===== config.mk =====
export PLATFORM = sky130hd
export DESIGN_NAME = nibble_serial_adder
export DESIGN_NICKNAME = d
export VERILOG_FILES = /design/src/rtl/adder_pkg.sv /design/src/rtl/cla_nibble_slice.sv /design/src/rtl/nibble_serial_adder.sv
export SDC_FILE = /design/constraint.sdc
export NUM_CORES = 1
export LEC_CHECK = 0
export CAP_MARGIN = 20
export CORE_MARGIN = 2
export CORE_UTILIZATION = 55
export DETAILED_ROUTE_END_ITERATION = 8
export PLACE_DENSITY = 0.84
export SYNTH_ARGS = -nofsm -noshare
export SYNTH_HDL_FRONTEND = slang
export SYNTH_SLANG_ARGS = --single-unit

===== constraint.sdc =====
create_clock -name clk -period 4.9 [get_ports clk]
set_clock_uncertainty 0.05 [all_clocks]
set_input_delay 0.49 -clock clk [delete_from_list [all_inputs] [get_ports clk]]
set_output_delay 0.49 -clock clk [all_outputs]
set_load 0.005 [all_outputs]

===== src/rtl/adder_pkg.sv =====
// Shared types and constants for the nibble-serial adder.
package adder_pkg;
  localparam int NIBBLE_W = 4;

  typedef enum logic [1:0] {
    IDLE = 2'd0,
    RUN  = 2'd1,
    DONE = 2'd2
  } state_t;
endpackage


===== src/rtl/cla_nibble_slice.sv =====
// 4-bit carry-look-ahead adder slice; purely combinational, no backpressure.
module cla_nibble_slice
  import adder_pkg::*;
(
  input  logic [NIBBLE_W-1:0] a,
  input  logic [NIBBLE_W-1:0] b,
  input  logic                cin,
  output logic [NIBBLE_W-1:0] sum,
  output logic                cout
);
  logic [3:0] g;
  logic [3:0] p;
  logic [4:0] c;

  assign g = a & b;
  assign p = a ^ b;

  // Every carry is flattened from g/p and cin, so no carry ripples inside the slice.
  assign c[0] = cin;
  assign c[1] = g[0] | (p[0] & cin);
  assign c[2] = g[1] | (p[1] & g[0]) | (p[1] & p[0] & cin);
  assign c[3] = g[2] | (p[2] & g[1]) | (p[2] & p[1] & g[0]) | (p[2] & p[1] & p[0] & cin);
  assign c[4] = g[3] | (p[3] & g[2]) | (p[3] & p[2] & g[1]) | (p[3] & p[2] & p[1] & g[0])
              | (p[3] & p[2] & p[1] & p[0] & cin);

  assign sum  = p ^ c[3:0];
  assign cout = c[4];
endmodule


===== src/rtl/nibble_serial_adder.sv =====
// Nibble-serial adder: one nibble per cycle, result handshake NIBBLES+1 edges after accept, held until out_ready.
// Optional signed-overflow output ovf when NSA_OVERFLOW_FLAG_EN is defined.
module nibble_serial_adder
  import adder_pkg::*;
#(
  parameter int NIBBLES = 4
) (
  input  logic                        clk,
  input  logic                        rst_n,
  input  logic                        in_valid,
  output logic                        in_ready,
  input  logic [NIBBLE_W*NIBBLES-1:0] a,
  input  logic [NIBBLE_W*NIBBLES-1:0] b,
  input  logic                        cin,
  output logic                        out_valid,
  input  logic                        out_ready,
  output logic [NIBBLE_W*NIBBLES-1:0] sum,
  output logic                        cout
`ifdef NSA_OVERFLOW_FLAG_EN
  ,
  output logic                        ovf
`endif
);
  localparam int W     = NIBBLE_W * NIBBLES;
  localparam int MSB   = W - 1;
  localparam int IDX_W = (NIBBLES > 1) ? $clog2(NIBBLES) : 1;

  state_t              state;
  state_t              state_nxt;
  logic [IDX_W-1:0]    idx;
  logic                carry;
  logic [W-1:0]        a_q;
  logic [W-1:0]        b_q;
  logic [NIBBLE_W-1:0] nib_a;
  logic [NIBBLE_W-1:0] nib_b;
  logic [NIBBLE_W-1:0] slice_sum;
  logic                slice_cout;
  logic                last;

  assign last = (idx == IDX_W'(NIBBLES - 1));

  always_comb begin
    nib_a = '0;
    nib_b = '0;
    for (int i = 0; i < NIBBLES; i++) begin
      if (idx == IDX_W'(i)) begin
        nib_a = a_q[i*NIBBLE_W +: NIBBLE_W];
        nib_b = b_q[i*NIBBLE_W +: NIBBLE_W];
      end
    end
  end

  cla_nibble_slice u_slice (
    .a    (nib_a),
    .b    (nib_b),
    .cin  (carry),
    .sum  (slice_sum),
    .cout (slice_cout)
  );

  always_ff @(posedge clk or negedge rst_n) begin
    if (!rst_n) state <= IDLE;
    else        state <= state_nxt;
  end

  always_comb begin
    state_nxt = state;
    in_ready  = 1'b0;
    out_valid = 1'b0;
    case (state)
      IDLE: begin
        in_ready = 1'b1;
        if (in_valid) state_nxt = RUN;
      end
      RUN: begin
        if (last) state_nxt = DONE;
      end
      DONE: begin
        out_valid = 1'b1;
        if (out_ready) state_nxt = IDLE;
      end
      default: state_nxt = IDLE;
    endcase
  end

  always_ff @(posedge clk or negedge rst_n) begin
    if (!rst_n) begin
      a_q   <= '0;
      b_q   <= '0;
      carry <= 1'b0;
      idx   <= '0;
      sum   <= '0;
      cout  <= 1'b0;
`ifdef NSA_OVERFLOW_FLAG_EN
      ovf   <= 1'b0;
`endif
    end else begin
      case (state)
        IDLE: begin
          if (in_valid) begin
            a_q   <= a;
            b_q   <= b;
            carry <= cin;
            idx   <= '0;
          end
        end
        RUN: begin
          for (int i = 0; i < NIBBLES; i++) begin
            if (idx == IDX_W'(i)) sum[i*NIBBLE_W +: NIBBLE_W] <= slice_sum;
          end
          carry <= slice_cout;
          idx   <= idx + 1'b1;
          if (last) begin
            cout <= slice_cout;
`ifdef NSA_OVERFLOW_FLAG_EN
            // The last slice produces the sum MSB, so overflow resolves in the same cycle as cout.
            ovf  <= (a_q[MSB] == b_q[MSB]) && (slice_sum[NIBBLE_W-1] != a_q[MSB]);
`endif
          end
        end
        default: ;
      endcase
    end
  end
endmodule


* After elaboration in Yosys (flattened, before gate mapping)
Index checks and enable logic that the tools add are counted.
** Storage, ports and cells
- Bits in registers :: 54
- Bits of input ports :: 37
- Output and inout port bits :: 19
- Word-level logic and storage cells :: 76
** Operators by class
- $add $sub $neg :: 1
- Equal/unequal tests :: 8
- Mux-type cells :: 18
- Bitwise logic cells :: 29
- Reduce and logical (&&, ||, !) cells :: 10
** Operators with widths (number)
- 4-bit two-way mux :: 8
- 1-bit AND :: 16
- 2-bit AND reduction :: 6
- 1-bit bitwise OR :: 10
- 2-bit two-way mux :: 4
- 4-bit bitwise XOR :: 2
- 2-bit == test, second input constant :: 3
- 2-bit != test, second input constant :: 3
- 2-bit one-hot mux with 3 select lines :: 1
- 4-bit AND :: 1
- 2-bit by 1-bit == test with 1-bit output, second input constant :: 2
- 2-bit zero test :: 2
- 2-bit one-hot mux with 2 select lines :: 1
- 1-bit two-way mux :: 3
- 3-bit AND reduction :: 1
- 2-bit by 1-bit adder with 2-bit output, second input constant :: 1
- 1-bit one-hot mux with 2 select lines :: 1
- 2-bit nonzero test :: 1

* Logic depth before layout (Yosys ltp)
Gate-level depths: netlist of the first run.
- Word-level depth :: 12
- Gate-level depth with buffers :: 12

* By module
From an unflattened synthesis of the first run, not the netlist that was laid out.
** Unflattened totals
- Cells, all modules :: 182
- Area, all modules :: 2577.5 um^2
** Modules (own cells, without submodules)
- nibble_serial_adder :: times used 1, cells each 165, area each 2429.8 um^2
- cla_nibble_slice :: times used 1, cells each 17, area each 147.6 um^2

* Least setup slack after synthesis of the first run
OpenSTA, ideal clock, no wires.
- Kind :: reg-to-reg
- From :: reg idx[0]
- To :: reg sum[11]
- Library setup time :: 132 ps
- Arrival :: 2440 ps
- Required time :: 4718 ps
- Setup slack :: 2279 ps
- Stages on the path, launching flop included :: 12
- Buffers on the path :: 2
- Period minus slack after synthesis :: 2621 ps
- Cells stage by stage :: dfrtp_1 > inv_1 > ha_1 > clkbuf_1 > buf_2 > a21oi_1 > o21ai_0 > ha_1 > a211o_1 > a21oi_1 > xor2_1 > o21ai_0
** Between the ends
- Word-level cells in the longest chain between the ends :: 11
- Elaborated cells on any way between the ends :: 24
** Ends and longest elaborated chain
- start: declaration :: line nibble_serial_adder.sv:30 : logic [IDX_W-1:0] idx;
- start signal: assignment :: line nibble_serial_adder.sv:112 : idx <= idx + 1'b1;
- 2-bit zero test :: line nibble_serial_adder.sv:46 : if (idx == IDX_W'(i)) begin
- 4-bit two-way mux (4 in a row) :: line nibble_serial_adder.sv:46
- 4-bit bitwise XOR / 4-bit AND (equally long branches) :: line cla_nibble_slice.sv:16, cla_nibble_slice.sv:15
- 1-bit AND :: line cla_nibble_slice.sv:22 : assign c[3] = g[2] | (p[2] & g[1]) | (p[2] & p[1] & g[0]) | (p[2] & p[1] & p[0] & cin);
- 1-bit bitwise OR / 1-bit AND (equally long branches) (2 in a row) :: line cla_nibble_slice.sv:22
- 1-bit bitwise OR :: line cla_nibble_slice.sv:22
- 4-bit bitwise XOR :: line cla_nibble_slice.sv:26 : assign sum = p ^ c[3:0];
- end signal: indexed assignment :: line nibble_serial_adder.sv:109 : if (idx == IDX_W'(i)) sum[i*NIBBLE_W +: NIBBLE_W] <= slice_sum;
- end: declaration :: line nibble_serial_adder.sv:17 : output logic [NIBBLE_W*NIBBLES-1:0] sum,
Several ways; a longest one is shown, not always the timed one.
A chain may end at the register's enable or synchronous reset.

* Worst setup path in the final report of the first run
- From :: reg idx[1]
- To :: reg sum[11]
The elaborated chain is that of the path after synthesis.

==> flow_summary.json, run 1 <==
{
  "status": "completed",
  "drt_iter0_markers": 99,
  "hold_buffers": 0,
  "cp_max_fo": 17,
  "first_global_vias": 1825,
  "synth_cells": 218,
  "tightest_slew_ns": 0.703,
  "r2r-start": "idx[1]$_DFFE_PN0P_",
  "post_cts_resize_count": 0,
  "vias_per_cell": 5.41,
  "swShare_pct": 37.7,
  "grt-ovfl-total": 0,
  "numPortBuffers": 55,
  "die_y_um": 73.6,
  "ys_ff_latch": 54,
  "internal-power_uw": 1410,
  "period_share_pct": 61.5,
  "grt_first_pass_wirelength_mm": 8.89,
  "final_nets": 316,
  "cts_tree": "built",
  "p_leak_uw": 0.00144,
  "fp.dieW_um": 73.6,
  "syn_avg_cell_area_um2": 12.2,
  "drv_cap": 0,
  "post_cts_buffers": 0,
  "power.density_nw_per_um2": 690,
  "detail-route-antenna-nets": 0,
  "ioPinCount": 56,
  "post_drt_wl_per_cell_um": 16.1,
  "hold_path.class": "in -> async",
  "areaGrowthSynthToFinish_pct": 22.7,
  "rr_worst_depth": 11,
  "rows": 25,
  "syn_area_um2": 2660,
  "drc": 0,
  "antenna_cells": 0,
  "p_switching_uw": 850,
  "seqPwrFrac_pct": 36.3,
  "finalWeightedCongestion": 0.762,
  "finalSetupViolCount": 0,
  "rsz0062_at_grt": "no",
  "track_usage_pct": 21.9,
  "final_util_pct": 69.7,
  "vias": 1752,
  "cts-root-buf": "clkbuf_8",
  "fin_setup_tns_ns": 0,
  "design.die.area_um2": 5410,
  "cts_buffer_depth": 2,
  "cp-start-kind": "flip-flop",
  "clk_pin_slew_ns": 0.09,
  "drive_above_1_share_pct": 17.8,
  "clkLatencyLatePin_ns": 0.31,
  "core_area_um2": 4690,
  "dpl-instance-area_um2": 3190,
  "hpwl_mm": 3.84,
  "p_total_uw": 2260,
  "h-tree-depth": 2,
  "wirelength_mm": 5.20,
  "numCtsBuffers": 5,
  "cp-startpoint": "idx[1]$_DFFE_PN0P_",
  "timing.final.crit_period_ns": 3.01,
  "synthArstFlopShare_pct": 100,
  "r2r-end": "sum[11]$_DFFE_PN0P_",
  "arrival_ns": 3.15,
  "irDropWorstVdd_mv": 0.289,
  "combPwrFrac_pct": 53.2,
  "critPathKind": "reg -> reg",
  "reg2reg_slack_ns": 1.89,
  "finalHoldViolCount": 0,
  "initial_utilization_pct": 56.7,
  "drt_first_pass_iters": 4,
  "fmax_mhz": 332,
  "cts_sinks": 54,
  "yosysSeqAreaShare_pct": 50.8,
  "synth_edf_count": 0,
  "synth-main-ff-cell": "dfrtp_1",
  "drv_slew": 0,
  "most-common-layout-cells": "dfrtp_1 (54), clkdlybuf4s50_1 (54), mux2_4 (30)",
  "grt_max_degree": 33,
  "synth_nets": 264,
  "required_ns": 5.03,
  "antenna_found_initial": 0,
  "ys_warn_count": 0,
  "pwr-share-clk_pct": 10.5,
  "final_area_um2": 3270,
  "slew_headroom_pct": 53.0,
  "ys_types": 31,
  "crit_path_end_kind": "flip-flop",
  "endpoint": "sum[11]$_DFFE_PN0P_"
}
-- worst max-delay path: stages, from the launching register on --
cell     delay (ns)
dfrtp_1        0.42
inv_1          0.09
ha_1           0.46
nand2_1        0.11
a21oi_1        0.15
a21oi_1        0.05
o21ai_0        0.36
ha_1           0.30
a211o_1        0.27
a21oi_1        0.19
xor2_1         0.29
o21ai_0        0.14
-- cells in the mapped netlist (2+ instances only) --
master,n,area share [%]
dfrtp_1,54,51
nor2_1,2,0.28
buf_2,2,0.38
o21ai_0,24,4.5
ha_1,8,3.8
mux2_4,30,17
mux2_2,5,2.1
inv_1,4,0.56
nand3b_1,9,2.5
nand2b_1,3,0.70
nand2_1,29,4.1
a21oi_1,20,3.8
buf_12,3,2.3
nand2_2,4,0.94
clkbuf_1,4,0.56
xor2_1,2,0.66
-- flip-flops by register name, summed over array words and instances (netlist names) --
name	flops
a_q	16
b_q	16
sum	16
idx	2
state	2
carry	1
cout	1
-- per-layer routing --
metal | vias up | global-route usage, % | routed length [um]
li1 | 857 | - | -
met1 | 846 | 28.6 | 2330
met2 | 43 | 36.7 | 2640
met3 | 6 | 4.53 | 177
met4 | 0 | 6.67 | 61
met5 | - | 0 | 0
-- power groups by stage --
stage	combinational, uW	sequential [uW]	clock [uW]
floorplan	868	787	0
global placement	1140	820	0
detailed placement	1190	827	0
CTS	1200	821	239
global route	1330	848	255
finish	1200	819	236
-- metrics by stage --
step | std cells | hold slack [ns] | setup slack (ns)
3_5_place_dp | 317 | 0.420 | 1.89
4_1_cts | 324 | 0.125 | 1.86
5_1_grt | 324 | 0.153 | 1.55
2_1_floorplan | 218 | 0.144 | 2.28
6_report | 324 | 0.116 | 1.89
3_3_place_gp | 316 | 0.411 | 2.10
-- area by class of cell --
type | instances | area, um^2
Clock buffer | 7 | 76.3
Tap cell | 54 | 67.6
Sequential cell | 54 | 1350
Inverter | 4 | 15.0
Fill cell | 338 | 1420
Timing Repair Buffer | 56 | 566
Multi-Input combinational cell | 149 | 1190
-- worst min path at each step --
stage | cells past startpoint | slack [ns] | endpoint
CTS | 1 | 0.13 | a_q[5]$_DFFE_PN0P_
finish | 1 | 0.12 | a_q[5]$_DFFE_PN0P_
global route | 1 | 0.15 | a_q[13]$_DFFE_PN0P_
global placement | 2 | 0.41 | sum[9]$_DFFE_PN0P_
detailed placement | 2 | 0.42 | sum[9]$_DFFE_PN0P_
floorplan | 0 | 0.14 | a_q[0]$_DFFE_PN0P_
-- logic make-up after synthesis --
family | share of synthesized area [%]
xor+xnor | 0.987
mux | 19.8
buf+inv | 4.46
flops | 50.8
simple gates | 9.63
compound gates | 9.82
fa+ha+maj | 4.51
No activity file was read; power rests on OpenSTA's default activity.
==> run 2: changes to the inputs <==
--- a/config.mk
+++ b/config.mk
@@ -7,9 +7,9 @@
 export LEC_CHECK = 0
 export CAP_MARGIN = 20
 export CORE_MARGIN = 2
-export CORE_UTILIZATION = 55
+export CORE_UTILIZATION = 46
 export DETAILED_ROUTE_END_ITERATION = 8
-export PLACE_DENSITY = 0.84
+export PLACE_DENSITY = 0.75
 export SYNTH_ARGS = -nofsm -noshare
 export SYNTH_HDL_FRONTEND = slang
 export SYNTH_SLANG_ARGS = --single-unit
==> constraint.sdc (replaced) <==
create_clock -name clk -period 2.69 [get_ports clk]
set_clock_uncertainty 0.05 [all_clocks]
set_input_delay 0.269 -clock clk [delete_from_list [all_inputs] [get_ports clk]]
set_output_delay 0.269 -clock clk [all_outputs]
set_load 0.005 [all_outputs]
==> run 2 against run 1 <==
  * Via count increased by 6.4%
  * Sequential share of layout area decreased by 2.3 points
  * Critical path type unchanged
  * Non-clock buffer count increased by 12
  * Core utilization decreased by 7.1 points
  * Sequential power increased by 84%
  * Global-route usage decreased by 3.7 points
  * Critical endpoint is now sum[7]$_DFFE_PN0P_
  * Die area increased by 18%
  * Largest cell class unchanged
==> flow_summary.json, run 2 (synthesized netlist as in run 1, its figures left out) <==
{
  "placedCellCount": 346,
  "endpoint": "sum[7]$_DFFE_PN0P_",
  "numCtsBuffers": 5,
  "ioPinCount": 56,
  "timing.final.crit_period_ns": 2.50,
  "cts_buffer_depth": 2,
  "rows": 27,
  "most-common-layout-cells": "clkdlybuf4s50_1 (54), dfrtp_1 (53), mux2_4 (30)",
  "finalSetupViolCount": 0,
  "p_leak_uw": 0.00152,
  "final_area_um2": 3460,
  "fin_setup_tns_ns": 0,
  "final_util_pct": 62.5,
  "slew_headroom_pct": 53.0,
  "required_ns": 2.83,
  "cp-startpoint": "idx[0]$_DFFE_PN0P_",
  "hold_path.class": "in -> async",
  "grt-ovfl-total": 0,
  "drv_cap": 0,
  "period_share_pct": 93.1,
  "final_cells": 354,
  "rr_worst_depth": 12,
  "post_cts_buffers": 0,
  "layout_commonest_cell": "clkdlybuf4s50_1",
  "cts_sinks": 54,
  "hpwl_mm": 4.01,
  "dpl-instance-area_um2": 3280,
  "drv_slew": 0,
  "cp-start-kind": "flip-flop",
  "largestRegisters": "a_q x16, b_q x16, sum x16",
  "arrival_ns": 2.64,
  "track_usage_pct": 18.2,
  "crit_path_end_kind": "flip-flop",
  "drt_iter0_markers": 69,
  "detail-route-antenna-nets": 0,
  "post_drt_wl_per_cell_um": 15.5,
  "initial_utilization_pct": 48.1,
  "vias": 1864,
  "first_global_vias": 1833,
  "power.density_nw_per_um2": 1320,
  "clk_pin_slew_ns": 0.09,
  "critPathKind": "reg -> reg",
  "h-tree-depth": 2,
  "irDropWorstVdd_mv": 0.589,
  "fp.dieW_um": 80.1,
  "cp_max_fo": 6,
  "areaGrowthSynthToFinish_pct": 30.1,
  "wirelength_mm": 5.48,
  "holdWs_ns": 0.420,
  "vias_per_cell": 5.27,
  "clkLatencyLatePin_ns": 0.31,
  "r2r-end": "sum[7]$_DFFE_PN0P_",
  "tightest_slew_ns": 0.703,
  "antenna_found_initial": 0,
  "cts-root-buf": "clkbuf_8",
  "drc": 0,
  "antenna_cells": 0,
  "r2r-start": "idx[0]$_DFFE_PN0P_",
  "core_area_um2": 5540,
  "finalHoldViolCount": 0,
  "numPortBuffers": 55,
  "rsz0062_at_grt": "no",
  "final_nets": 328,
  "fmax_mhz": 399,
  "drive_above_1_share_pct": 25.2,
  "drt_first_pass_iters": 4,
  "status": "completed",
  "grt_max_degree": 33,
  "design.die.area_um2": 6410,
  "grt_first_pass_wirelength_mm": 8.88,
  "finalWeightedCongestion": 0.761,
  "die_y_um": 80.1,
  "reg2reg_slack_ns": 0.19,
  "cts_tree": "built"
}
[run 2: power by group]
part	leakage (uW)	total [uW]	internal, uW	switching [uW]
logic	0.000808	2490	1380	1110
registers	0.000651	1510	1220	287
clock network	0.0000573	558	298	260
[run 2: how the worst min path moves through the flow]
stage	slack, ns	cells after the start	endpoint
6_report	0.42	2	a_q[3]$_DFFE_PN0P_
2_1_floorplan	-0.08	0	a_q[0]$_DFFE_PN0P_
4_1_cts	0.43	2	a_q[3]$_DFFE_PN0P_
3_3_place_gp	0.22	1	a_q[3]$_DFFE_PN0P_
5_1_grt	0.46	2	a_q[7]$_DFFE_PN0P_
3_5_place_dp	0.24	1	a_q[3]$_DFFE_PN0P_
[run 2: critical path: stages (launching register included)]
cell	delay, ns
dfrtp_2	0.47
inv_2	0.12
ha_4	0.19
buf_4	0.13
nand3b_1	0.07
a21oi_1	0.12
a21oi_1	0.06
o21ai_1	0.15
ha_1	0.29
o21a_1	0.20
a21oi_2	0.19
xor2_2	0.22
o21ai_0	0.11
[run 2: cell type report]
class	count	area [um^2]
flip-flops and latches	54	1350
well taps	72	90.1
multi-input cells	149	1250
clock buffers	6	82.6
fillers	442	2080
repair buffers	68	646
inverters	4	15.0
clock inverters	1	30.0
[run 2: per-layer routing]
metal | vias up | routed length [um] | track usage (%)
li1 | 886 | - | -
met1 | 926 | 2460 | 23.1
met2 | 48 | 2720 | 31.0
met3 | 4 | 234 | 2.58
met4 | 0 | 69 | 7.46
met5 | - | 0 | 0
[run 2: through the flow]
step	power [uW]	worst slack, ns
after global routing	4880	0.00662
after CTS	4480	0.0391
final	4560	0.187
after global placement	3790	0.00218
after detailed placement	3890	-0.0817
after floorplan	3010	0.0686
[run 2: timing repair]
item,4_1_cts,5_1_grt
setup endpoints to repair,8,8
pin swaps,1,1
endpoints found under the hold margin,24,0
hold buffers,1,0
gates resized for setup,6,10
